<file path="config.mk">
export PLATFORM = sky130hd
export DESIGN_NAME = nand_gate_bank
export DESIGN_NICKNAME = d
export VERILOG_FILES = /design/src/rtl/nand_gate_bank.sv
export SDC_FILE = /design/constraint.sdc
export NUM_CORES = 1
export LEC_CHECK = 0
export ABC_AREA = 0
export BUFFER_PORTS_ARGS = -buffer_cell sky130_fd_sc_hd__buf_2
export CORE_MARGIN = 4
export CORE_UTILIZATION = 55
export DETAILED_ROUTE_END_ITERATION = 12
export GPL_TIMING_DRIVEN = 0
export PLACE_DENSITY = 0.91
export SYNTH_ARGS = -nofsm -noshare
export SYNTH_HDL_FRONTEND = slang
export SYNTH_HIERARCHICAL = 1
export SYNTH_SLANG_ARGS = --single-unit
</file>
<file path="constraint.sdc">
create_clock -name clk -period 3.47 [get_ports clk]
set_clock_uncertainty 0.2 [all_clocks]
set_input_delay 0.1735 -clock clk [delete_from_list [all_inputs] [get_ports clk]]
set_output_delay 0.1735 -clock clk [all_outputs]
set_load 0.03 [all_outputs]
</file>
<file path="src/rtl/nand_gate_bank.sv">
// nand_gate_bank: registered NAND/NOT/AND bank built from two-input NAND cells
module nand2 (
   input  logic x,
   input  logic y,
   output logic z
);
   assign z = ~(x & y);
endmodule

module nand_gate_bank #(
   parameter int WIDTH = 16
) (
   input  logic             clk,
   input  logic             rst,
   input  logic             in_valid,
   input  logic [WIDTH-1:0] a,
   input  logic [WIDTH-1:0] b,
   input  logic [1:0]       op,
   output logic [WIDTH-1:0] y_nand,
   output logic [WIDTH-1:0] y_not,
   output logic [WIDTH-1:0] y_and,
   output logic [WIDTH-1:0] y_sel,
   output logic             out_valid,
   output logic             op_err
);
   logic [WIDTH-1:0] nand_w, not_w, and_w, sel_w;
   for (genvar i = 0; i < WIDTH; i++) begin : g_bit
      nand2 u_nand (.x(a[i]),      .y(b[i]),      .z(nand_w[i]));
      nand2 u_not  (.x(a[i]),      .y(a[i]),      .z(not_w[i]));
      nand2 u_and  (.x(nand_w[i]), .y(nand_w[i]), .z(and_w[i]));
   end
   always_comb begin
      sel_w = op == 2'b00 ? nand_w :
              op == 2'b01 ? not_w  :
              op == 2'b10 ? and_w  : '0;
   end
   // Results hold between captures; only reset clears them.
   always_ff @(posedge clk or posedge rst) begin
      if (rst) begin
         y_nand    <= '0;
         y_not     <= '0;
         y_and     <= '0;
         y_sel     <= '0;
         out_valid <= 1'b0;
         op_err    <= 1'b0;
      end else begin
         out_valid <= in_valid;
         if (in_valid) begin
            y_nand <= nand_w;
            y_not  <= not_w;
            y_and  <= and_w;
            y_sel  <= sel_w;
            op_err <= op == 2'b11;
         end
      end
   end
endmodule

</file>
==> results of run 1 <==
-- area by class of cell --
type                    count  area, sq um
flip-flops and latches     66         1650
clock inverters             5          100
repair buffers            120          701
plain buffers              15          163
fillers                   381         1340
multi-input cells         163         1440
inverters                   3         11.3
well taps                  72         90.1
clock buffers              11          151
-- registers in the layout, indices dropped and copies added, names as in the netlist --
signal	count
y_nand	16
y_and	16
out_valid	1
y_not	16
y_sel	16
op_err	1
-- worst min path at each step --
stage | start | end | slack (ps) | cells past startpoint
finish | b[3] | y_nand[3] | 10 | 3
global route | b[15] | y_nand[15] | 20 | 3
CTS | b[15] | y_nand[15] | 1 | 3
detailed placement | rst | y_not[9] | 120 | 2
global placement | in_valid | out_valid | 150 | 1
floorplan | in_valid | out_valid | 5 | 0
-- where the power goes --
group          internal [mW]  total [mW]  switching, mW
Sequential             0.851       0.898         0.0478
Clock                  0.514       0.806          0.291
Combinational          0.220       0.550          0.330
-- cell usage in the layout, fill, tap and decap left out, types with 3 or more instances in the layout --
master / instances
bufinv_16: 3
buf_6: 3
nand2b_1: 17
dlygate4sd3_1: 17
clkbuf_1: 3
nand2_1: 48
nand4b_1: 16
clkbuf_8: 11
o211ai_1: 15
buf_12: 5
mux2i_1: 16
buf_2: 105
dfrtp_1: 66
mux2_4: 48
-- cells by family (layout without fill, tap and decap cells) --
kind of cell	count (synthesis)	count (layout)	synth area share
compound gates	17	17	0.0387
simple gates	82	82	0.132
buf+inv	18	154	0.0533
flops	66	66	0.506
mux	64	64	0.270
-- critical path: cells and delay by family --
family / cells / cell delay, ps
buffers and inverters: 4 / 1030
multiplexers: 1 / 310
-- metal layers --
metal,up-vias,GRT usage,wire [microns]
li1,1140,-,-
met1,1178,0.304,3480
met2,93,0.429,4230
met3,9,0.0379,507
met4,0,0.0993,102
met5,-,0,0
-- timing repair --
item                      CTS  global route
hold endpoints to repair   46             0
gates resized for setup     0             0
hold buffers               17             0
-- stage by stage --
step	util	area, sq um	std cells	worst slack (ps)
after floorplan	-	3260	247	1440
after global placement	0.685	3860	421	675
after detailed placement	0.689	3880	422	2160
after CTS	0.763	4310	455	1980
after global routing	0.763	4310	455	1930
final	0.763	4310	455	1960
==> key figures, run 1 <==
Setup path
  • R2R cell count: 1
  • End point of the critical path: y_and[8]
  • Worst R2R Setup Slack: around 2500 ps
  • CP max FO: 10
  • WP data required: 3480 ps
  • Slowest stage delay, CP: approximately 520 ps
  • CP startpoint: in_valid
  • CP Class: in -> reg
  • Crit path DAT: approximately 1500 ps
  • Crit. End Element: flip-flop
  • Critical Path Slowest Stage Cell: dlygate4sd3_1
  • Worst R2R End: y_not[11]
  • Cell Chain, Critical Path: dlygate4sd3_1, buf_2, buf_6, buf_12, mux2_4
  • Startpoint Class: primary input
  • Reg2reg start: y_not[11]

Synth
  • Post-synth ARST share: 1.00
  • Commonest cells post-synth: 66 x dfrtp_1, 48 x mux2_4, 48 x nand2_1
  • Area share of the largest cell type after synthesis: 0.506
  • Yosys reg bits: 66
  • Post-synthesis sequential area ratio: 0.506
  • Mean post-synth cell area: about 13 sq um
  • Net Count, Synth: 284
  • Primary FF master, synth: dfrtp_1
  • Most common cell in the netlist: dfrtp_1
  • Yosys top cell by area: dfrtp_1
  • Post-Synthesis Cells: ~250
  • Yosys warnings: 6
  • Post-synth EDFFs: 0
  • Yosys cell types: 17
  • Area of the mapped netlist: between 3000 and 4000 sq um
  • Top cells by area, synth: dfrtp_1 51%, mux2_4 22%, nand2_1 5.5%

Routing
  • Drt drc: 0
  • Routed Antenna Nets: 0
  • DR pass1 iterations: 4
  • WL final: approximately 8300 microns
  • Total number of vias: around 2,400
  • Via density: between 5 and 6
  • DRT iter0 DRCs: 112
  • Wire per inst: 18.3 microns

CTS
  • Clk slew on worst S/H paths: 70 ps
  • Clk sinks: 66
  • H-tree levels: 3
  • Clk buf depth: 2
  • Root buffer cell: clkbuf_8
  • Post-CTS setup repair buffer count: 0
  • CTS tree: yes
  • CTS buffer count: 9
  • Clock Latency Late Sink: ~330 ps

Pwr
  • Leakage: 2.14 nW
  • Power, Total: between 2 and 2.5 mW
  • Peak supply drop: 0.287 mV
  • Power density cells: 523 nW/um^2

Flow run
  • Max-Cap Viols: 0

Finish
  • Fraction of layout cells with a size suffix above 1: 0.470
  • Nets: between 400 and 500
  • Ant. Diodes: 0
  • Layout Area Growth over Synthesis: 31.9%

Global route
  • Largest net degree at the start of global routing: 37
  • Vias in the first global route: between 2,000 and 3,000
  • GRT overflow: 0
  • Global-route wire length before repair: between 10,000 and 15,000 microns
  • Total track usage: 0.246
  • Initial antenna violation count: 0

Timing
  • Final hold slack: 14.6 ps
  • Min Clock Period, post-route: about 1500 ps
  • Max Slew Vio Count: 0
  • Worst Tran Pin Value: about 690 ps
  • FMAX: 664 MHz
  • RSZ-0062 raised after global routing: no
  • Crit share post-route: 0.434
  • Setup TNS: 0 ps
  • Max-slew headroom: 0.537
  • Final hold vios: 0
  • Endpoints failing setup: 0

Min path
  • Path category of the worst min-delay check: in -> reg

Floorplan
  • Die area: 7230 sq um
  • Core area: 5640 sq um
  • Num rows: 27
  • Initial Util: 0.579
  • Die Y: roughly 85 microns
  • I/O Pins: between 100 and 150
  • Chip Width: 85.0 microns

Placed design
  • Port bufs: approximately 100
  • Routability congestion estimate: 0.790
  • Dpl hpwl: ~5700 microns

Outcome
  • Run status: complete, no violations
(Power assumes the default switching activity.)
==> run 2, diff against run 1 <==
- ABC_AREA: 0 -> 1
- CORE_UTILIZATION: 55 -> 45
- PLACE_DENSITY: 0.91 -> 0.81
- clock period: 3.47 -> 1.35 ns (I/O delays scaled with it)
==> key figures, run 2 <==
Finish
  • Ant. Diodes: 0 (unchanged)
  • Core Util, Final: 0.667 (-0.0966)
  • Layout Area Growth over Synthesis: 40.0%
  • Nets: 504 (+21%)
  • Most frequent cells in the layout: 103 x buf_2, 95 x nand2_1, 66 x dfrtp_1
  • Commonest non-fill, non-tap cell in the layout: buf_2
  • Fraction of layout cells with a size suffix above 1: 0.399 (-0.0708)

Global route
  • Vias in the first global route: 2,691 (+0.41%)
  • Global-route wire length before repair: 13,800 microns (+0.10%)
  • Initial antenna violation count: 0 (unchanged)
  • Total track usage: 0.215 (-0.0305)
  • Largest net degree at the start of global routing: 37 (unchanged)
  • GRT overflow: 0 (unchanged)

Pwr
  • Clock Power Share: 0.317 (-0.040)
  • Logic pwr share: 0.257 (+0.013)
  • Pint: 3.69 mW (+130%)
  • Sw frac: 0.316 (+0.0194)
  • Leakage: 2.11 nW (-1.6%)
  • Switching Power: 1.71 mW (+150%)
  • Peak supply drop: 0.660 mV (+130%)
  • Power, Total: 5.40 mW (+140%)
  • Reg power frac: 0.426 (+0.027)
  • Power density cells: 1250 nW/um^2 (+140%)

Floorplan
  • Chip Width: 90.9 microns (+6.9%)
  • Num rows: 29 (+7.4%)
  • I/O Pins: 103 (unchanged)
  • Core area: 6490 sq um (+15%)
  • Die area: 8270 sq um (+14%)
  • Initial Util: 0.476 (-0.102)
  • Die Y: 90.9 microns (+6.9%)

Setup path
  • Crit path DAT: 1290 ps (-230 ps)
  • CP Class: in -> reg
  • CP max FO: 10 (unchanged)
  • WP data required: 1380 ps (-2100 ps)
  • Crit. End Element: flip-flop
  • Startpoint Class: primary input

CTS
  • CTS tree: yes
  • Root buffer cell: clkbuf_8
  • CTS buffer count: 9 (unchanged)
  • Clk sinks: 66 (unchanged)
  • H-tree levels: 3 (unchanged)
  • Clk buf depth: 2 (unchanged)
  • Clk slew on worst S/H paths: 70 ps (about the same)
  • Clock Latency Late Sink: 330 ps (about the same)

Timing
  • Final hold slack: 148 ps (+133 ps)
  • Max Slew Vio Count: 0 (unchanged)
  • Setup TNS: 0 ps (unchanged)
  • Crit share post-route: 0.933
  • Endpoints failing setup: 0 (unchanged)
  • Worst Tran Pin Value: 694 ps (+1.11 ps)
  • Max-slew headroom: 0.536 (-0.00104)
  • FMAX: approximately 790 MHz
  • Min Clock Period, post-route: 1260 ps
  • Final hold vios: 0 (unchanged)
  • RSZ-0062 raised after global routing: no

Synth
  • Post-synth ARST share: 1.00 (unchanged)
  • Yosys warnings: 6 (unchanged)
  • Most common cell in the netlist: nand2_1
  • Net Count, Synth: 350 (+23%)
  • Primary FF master, synth: dfrtp_1
  • Commonest cells post-synth: 96 x nand2_1, 66 x dfrtp_1, 48 x mux2_2, 48 x nor2_1, 33 x nand3_1
  • Mean post-synth cell area: 9.89 sq um (-25%)
  • Area share of the largest cell type after synthesis: 0.534 (+0.0278)
  • Post-synthesis sequential area ratio: 0.534 (+0.0278)
  • Yosys reg bits: 66 (unchanged)
  • Top cells by area, synth: dfrtp_1 53%, mux2_2 17%, nand2_1 12%
  • Yosys cell types: 14 (-3)
  • Post-Synthesis Cells: 313 (+27%)
  • Yosys top cell by area: dfrtp_1
  • Area of the mapped netlist: 3090 sq um (-5.2%)
  • Post-synth EDFFs: 0 (unchanged)

Flow run
  • Max-Cap Viols: 0 (unchanged)

Min path
  • Path category of the worst min-delay check: in -> reg

Routing
  • Wire per inst: 15.8 microns (-13%)
  • Total number of vias: 2,727 (+13%)
  • Via density: 4.98 (-6.4%)
  • DRT iter0 DRCs: 109 (-2.7%)
  • WL final: 8690 microns (+4.3%)
  • DR pass1 iterations: 4 (unchanged)
  • Routed Antenna Nets: 0 (unchanged)
  • Drt drc: 0 (unchanged)

Placed design
  • Routability congestion estimate: 0.773 (-2.1%)
  • Dpl hpwl: 5530 microns (-2.4%)
  • Port bufs: 100 (-2.0%)

Outcome
  • Run status: complete, no violations
run 2: cell count changes after synthesis, moves of 16 or more:
cell	before	now
nor2_1	0	48
nand2b_1	17	0
mux2_2	0	48
nand4b_1	16	0
mux2_4	48	0
nand2_1	48	96
mux2i_1	16	0
nand3_1	1	33
run 2: critical path, stage by stage:
cell and delay [ps]:
dlygate4sd3_1 560, buf_6 170, buf_4 190, nand3_1 90
nand2_1 50, nor2_1 120, nor2_1 50
run 2: layout make-up:
| type | instances | area, sq um |
|---|---|---|
| plain buffers | 15 | 143 |
| clock buffers | 13 | 169 |
| clock inverters | 2 | 35.0 |
| fillers | 503 | 2160 |
| inverters | 4 | 23.8 |
| multi-input cells | 227 | 1270 |
| flip-flops and latches | 66 | 1650 |
| well taps | 77 | 96.3 |
| repair buffers | 144 | 938 |
run 2: final timing paths:
path / end / cells after the start / start / slack, ps
setup / recovery: y_sel[6] / 7 / op[1] / 90
hold / removal: y_not[4] / 4 / in_valid / 150
setup reg to reg: y_and[3] / 1 / y_and[3] / 380
hold reg to reg: y_nand[2] / 1 / y_nand[2] / 300
max in group asynchronous: y_sel[8] / 4 / rst / 170
min in group asynchronous: y_not[1] / 3 / rst / 190
run 2: power groups by stage:
stage	Sequential, mW	Combinational [mW]	Clock (mW)
after floorplan	2.75	0.454	0
after global placement	2.32	1.26	0
after detailed placement	2.33	1.29	0
after CTS	2.29	1.38	1.73
after global routing	2.32	1.49	1.84
final	2.30	1.39	1.71
run 2: what timing repair did:
| action | in CTS | in global routing |
|---|---|---|
| hold buffers | 38 | 0 |
| setup buffers | 0 | 5 |
| hold endpoints to repair | 94 | 0 |
| resized for setup | 0 | 2 |
| setup endpoints to repair | 0 | 10 |
run 2: per-stage QoR:
| stage | instances | area (sq um) | worst slack (ps) |
|---|---|---|---|
| after floorplan | 313 | 3100 | 269 |
| after CTS | 544 | 4300 | 25.0 |
| after global routing | 548 | 4330 | 10.9 |
| final | 548 | 4330 | 91.1 |
| after detailed placement | 491 | 3710 | 144 |
| after global placement | 490 | 3690 | -110 |
run 2: cells by family (layout without fill, tap and decap cells):
| logic type | after synthesis | in the layout | share of synthesized area |
|---|---|---|---|
| buffers and inverters | 20 | 178 | 0.0554 |
| muxes | 48 | 48 | 0.175 |
| DFF | 66 | 66 | 0.534 |
| and+or+nand+nor | 178 | 178 | 0.235 |
| AOI/OAI and AO/OA | 1 | 1 | 0.00162 |
run 2: routing by layer:
layer,track usage,vias up,part of all wire
met5,0,-,0
met4,0.0917,0,0.023
met3,0.0433,20,0.076
met2,0.367,107,0.51
met1,0.265,1277,0.39
li1,-,1323,-
==> run 3, diff against run 2 <==
- PLACE_DENSITY: 0.81 -> 0.82
- SYNTH_HIERARCHICAL: 1 -> not set
==> key figures, run 3 <==
Synth
  • Mean post-synth cell area: 8.74 sq um (-12%)
  • Net Count, Synth: 367 (+4.9%)
  • Yosys reg bits: 66 (unchanged)
  • Primary FF master, synth: dfrtp_1
  • Commonest cells post-synth: 140 x nand2_1, 66 x dfrtp_1, 23 x nor2_1
  • Top cells by area, synth: dfrtp_1 57%, nand2_1 18%, o21a_1 4.4%
  • Post-synthesis sequential area ratio: 0.573 (+0.0389)
  • Yosys cell types: 20 (+6)
  • Yosys warnings: 0 (-6)
  • Area share of the largest cell type after synthesis: 0.573 (+0.0389)
  • Area of the mapped netlist: 2880 sq um (-6.8%)
  • Post-synth ARST share: 1.00 (unchanged)
  • Most common cell in the netlist: nand2_1
  • Post-synth EDFFs: 0 (unchanged)
  • Yosys top cell by area: dfrtp_1
  • Post-Synthesis Cells: 330 (+5.4%)

Setup path
  • Crit path DAT: 1400 ps (+110 ps)
  • CP max FO: 10 (unchanged)
  • Worst R2R Setup Slack: 460 ps (+80 ps)
  • WP data required: 1410 ps (+30 ps)
  • Startpoint Class: primary input
  • CP startpoint: in_valid
  • Critical Path Slowest Stage Cell: dlygate4sd3_1
  • Cell Chain, Critical Path: dlygate4sd3_1, buf_2, buf_4, inv_4, buf_2, nand2_1, nand2_1
  • Reg2reg start: y_sel[2]
  • Slowest stage delay, CP: 530 ps (-30 ps)
  • CP Class: in -> reg
  • Crit. End Element: flip-flop

Flow run
  • Max-Cap Viols: 0 (unchanged)

Pwr
  • Peak supply drop: 0.746 mV (+13%)
  • Power, Total: 5.01 mW (-7.1%)
  • Leakage: 2.21 nW (+4.5%)
  • Power density cells: 1230 nW/um^2 (-0.91%)

Floorplan
  • Chip Width: 88.1 microns (-3.2%)
  • Initial Util: 0.476 (-0.000555)
  • Die area: 7750 sq um (-6.2%)
  • I/O Pins: 103 (unchanged)
  • Die Y: 88.1 microns (-3.2%)
  • Num rows: 28 (-3.4%)
  • Core area: 6060 sq um (-6.7%)

Placed design
  • Routability congestion estimate: 0.906 (+17%)
  • Setup WS pre-CTS: -133 ps (-277 ps)
  • Port bufs: 101 (+1.0%)
  • Placed cells: 506 (+3.1%)
  • Dpl hpwl: 5550 microns (+0.32%)

Global route
  • Vias in the first global route: 2,688 (-0.11%)
  • Global-route wire length before repair: 13,300 microns (-3.3%)
  • GRT overflow: 0 (unchanged)
  • Total track usage: 0.226 (+0.0102)
  • Largest net degree at the start of global routing: 67 (+81%)
  • Initial antenna violation count: 0 (unchanged)

Timing
  • Setup TNS: 0 ps (unchanged)
  • RSZ-0062 raised after global routing: yes
  • FMAX: 751 MHz (-5.5%)
  • Worst Tran Pin Value: 526 ps (-169 ps)
  • Crit share post-route: 0.987 (+0.0543)
  • Final worst slack: 17.7 ps (-73.3 ps)
  • Max-slew headroom: 0.649 (+0.113)
  • Final hold vios: 0 (unchanged)
  • Max Slew Vio Count: 0 (unchanged)
  • Min Clock Period, post-route: 1330 ps (+73.3 ps)
  • Endpoints failing setup: 0 (unchanged)
  • Final hold slack: 124 ps (-24.4 ps)

CTS
  • Post-CTS setup repair buffer count: 0 (unchanged)
  • Clk sinks: 66 (unchanged)
  • H-tree levels: 3 (unchanged)
  • Clk slew on worst S/H paths: 80 ps (about the same)
  • Clock Latency Late Sink: 330 ps (about the same)
  • CTS buffer count: 9 (unchanged)
  • Clk buf depth: 2 (unchanged)
  • CTS tree: yes
  • Root buffer cell: clkbuf_8

Outcome
  • Run status: complete, no violations

Finish
  • Layout Area Growth over Synthesis: 40.8%
  • Cell Count, Final, Fillers Out: 560 (+2.2%)
  • Most frequent cells in the layout: 140 x nand2_1, 108 x buf_2, 66 x dfrtp_1
  • Fraction of layout cells with a size suffix above 1: 0.291 (-0.108)
  • Layout fillers: 501 (-0.40%)
  • Nets: 516 (+2.4%)
  • Commonest non-fill, non-tap cell in the layout: nand2_1

Routing
  • Via density: 4.86 (-2.3%)
  • Total number of vias: 2,724 (-0.11%)
  • Routed Antenna Nets: 0 (unchanged)
  • Drt drc: 0 (unchanged)
  • WL final: 8370 microns (-3.7%)
  • DR pass1 iterations: 4 (unchanged)
  • DRT iter0 DRCs: 170 (+56%)
  • Wire per inst: 14.9 microns (-5.7%)

Min path
  • Path category of the worst min-delay check: in -> async
## run 3: changes by cell type in the layout (fill, tap and decap cells not counted), sizes merged, moves of 8 or more
cell   before  now
nand2      96  140
o21ai       1   15
mux2       48    0
a21oi       0    8
inv         3   20
o21a        0   17
nor2       49   25
nand3      33   15
## run 3: worst paths after layout
check / endpoint / depth (start not counted)
max in group asynchronous: y_and[2] / 4
worst max-delay path: y_and[1] / 7
worst min register to register: y_nand[0] / 1
worst min-delay path: y_sel[12] / 3
worst max register to register: y_sel[2] / 4
min in group clk: out_valid / 2
## run 3: stage by stage
step / util / area (sq um)
detailed placement: 0.575 / 3490
CTS: 0.664 / 4020
global placement: 0.575 / 3490
global route: 0.669 / 4060
floorplan: - / 2890
finish: 0.670 / 4060
## run 3: cells by family after synthesis
family	Yosys count	synth area share
AO/OA/AOI/OAI	41	0.0911
XOR/XNOR	5	0.0152
buffers and inverters	37	0.0698
flip-flops	66	0.573
AND/OR/NAND/NOR	181	0.251
## run 3: layout make-up
cell class,count,area (sq um),share of cell area
well taps,75,93.8,0.0231
multi-input cells,227,1030,0.254
plain buffers,16,125,0.0308
flip-flops and latches,66,1650,0.407
clock buffers,10,128,0.0314
diodes,1,2.50,0.000616
clock inverters,6,57.6,0.0142
inverters,21,85.1,0.0210
repair buffers,138,886,0.218
## run 3: worst max-delay path: cells and delay by family
kind / cells / cell delay [ps]
buffers and inverters: 5 / 1170
AND/OR/NAND/NOR: 2 / 170
## run 3: metal layers
layer	track usage	wire length (microns)	vias to the layer above
li1	-	-	1328
met5	0	0	-
met3	0.0499	557	18
met2	0.355	3930	109
met1	0.307	3700	1269
met4	0.0852	175	0
## run 3: repair_timing
action,4_1_cts,5_1_grt
endpoints found under the setup margin,0,27
hold buffers,35,1
resized for setup,0,2
endpoints found under the hold margin,132,22
## run 3: power breakdown
| group | switching (mW) | leakage [nW] | internal [mW] |
|---|---|---|---|
| logic | 0.774 | 1.33 | 0.388 |
| registers | 0.0954 | 0.783 | 2.15 |
| clock network | 0.760 | 0.0958 | 0.841 |
| total | 1.63 | 2.21 | 3.38 |
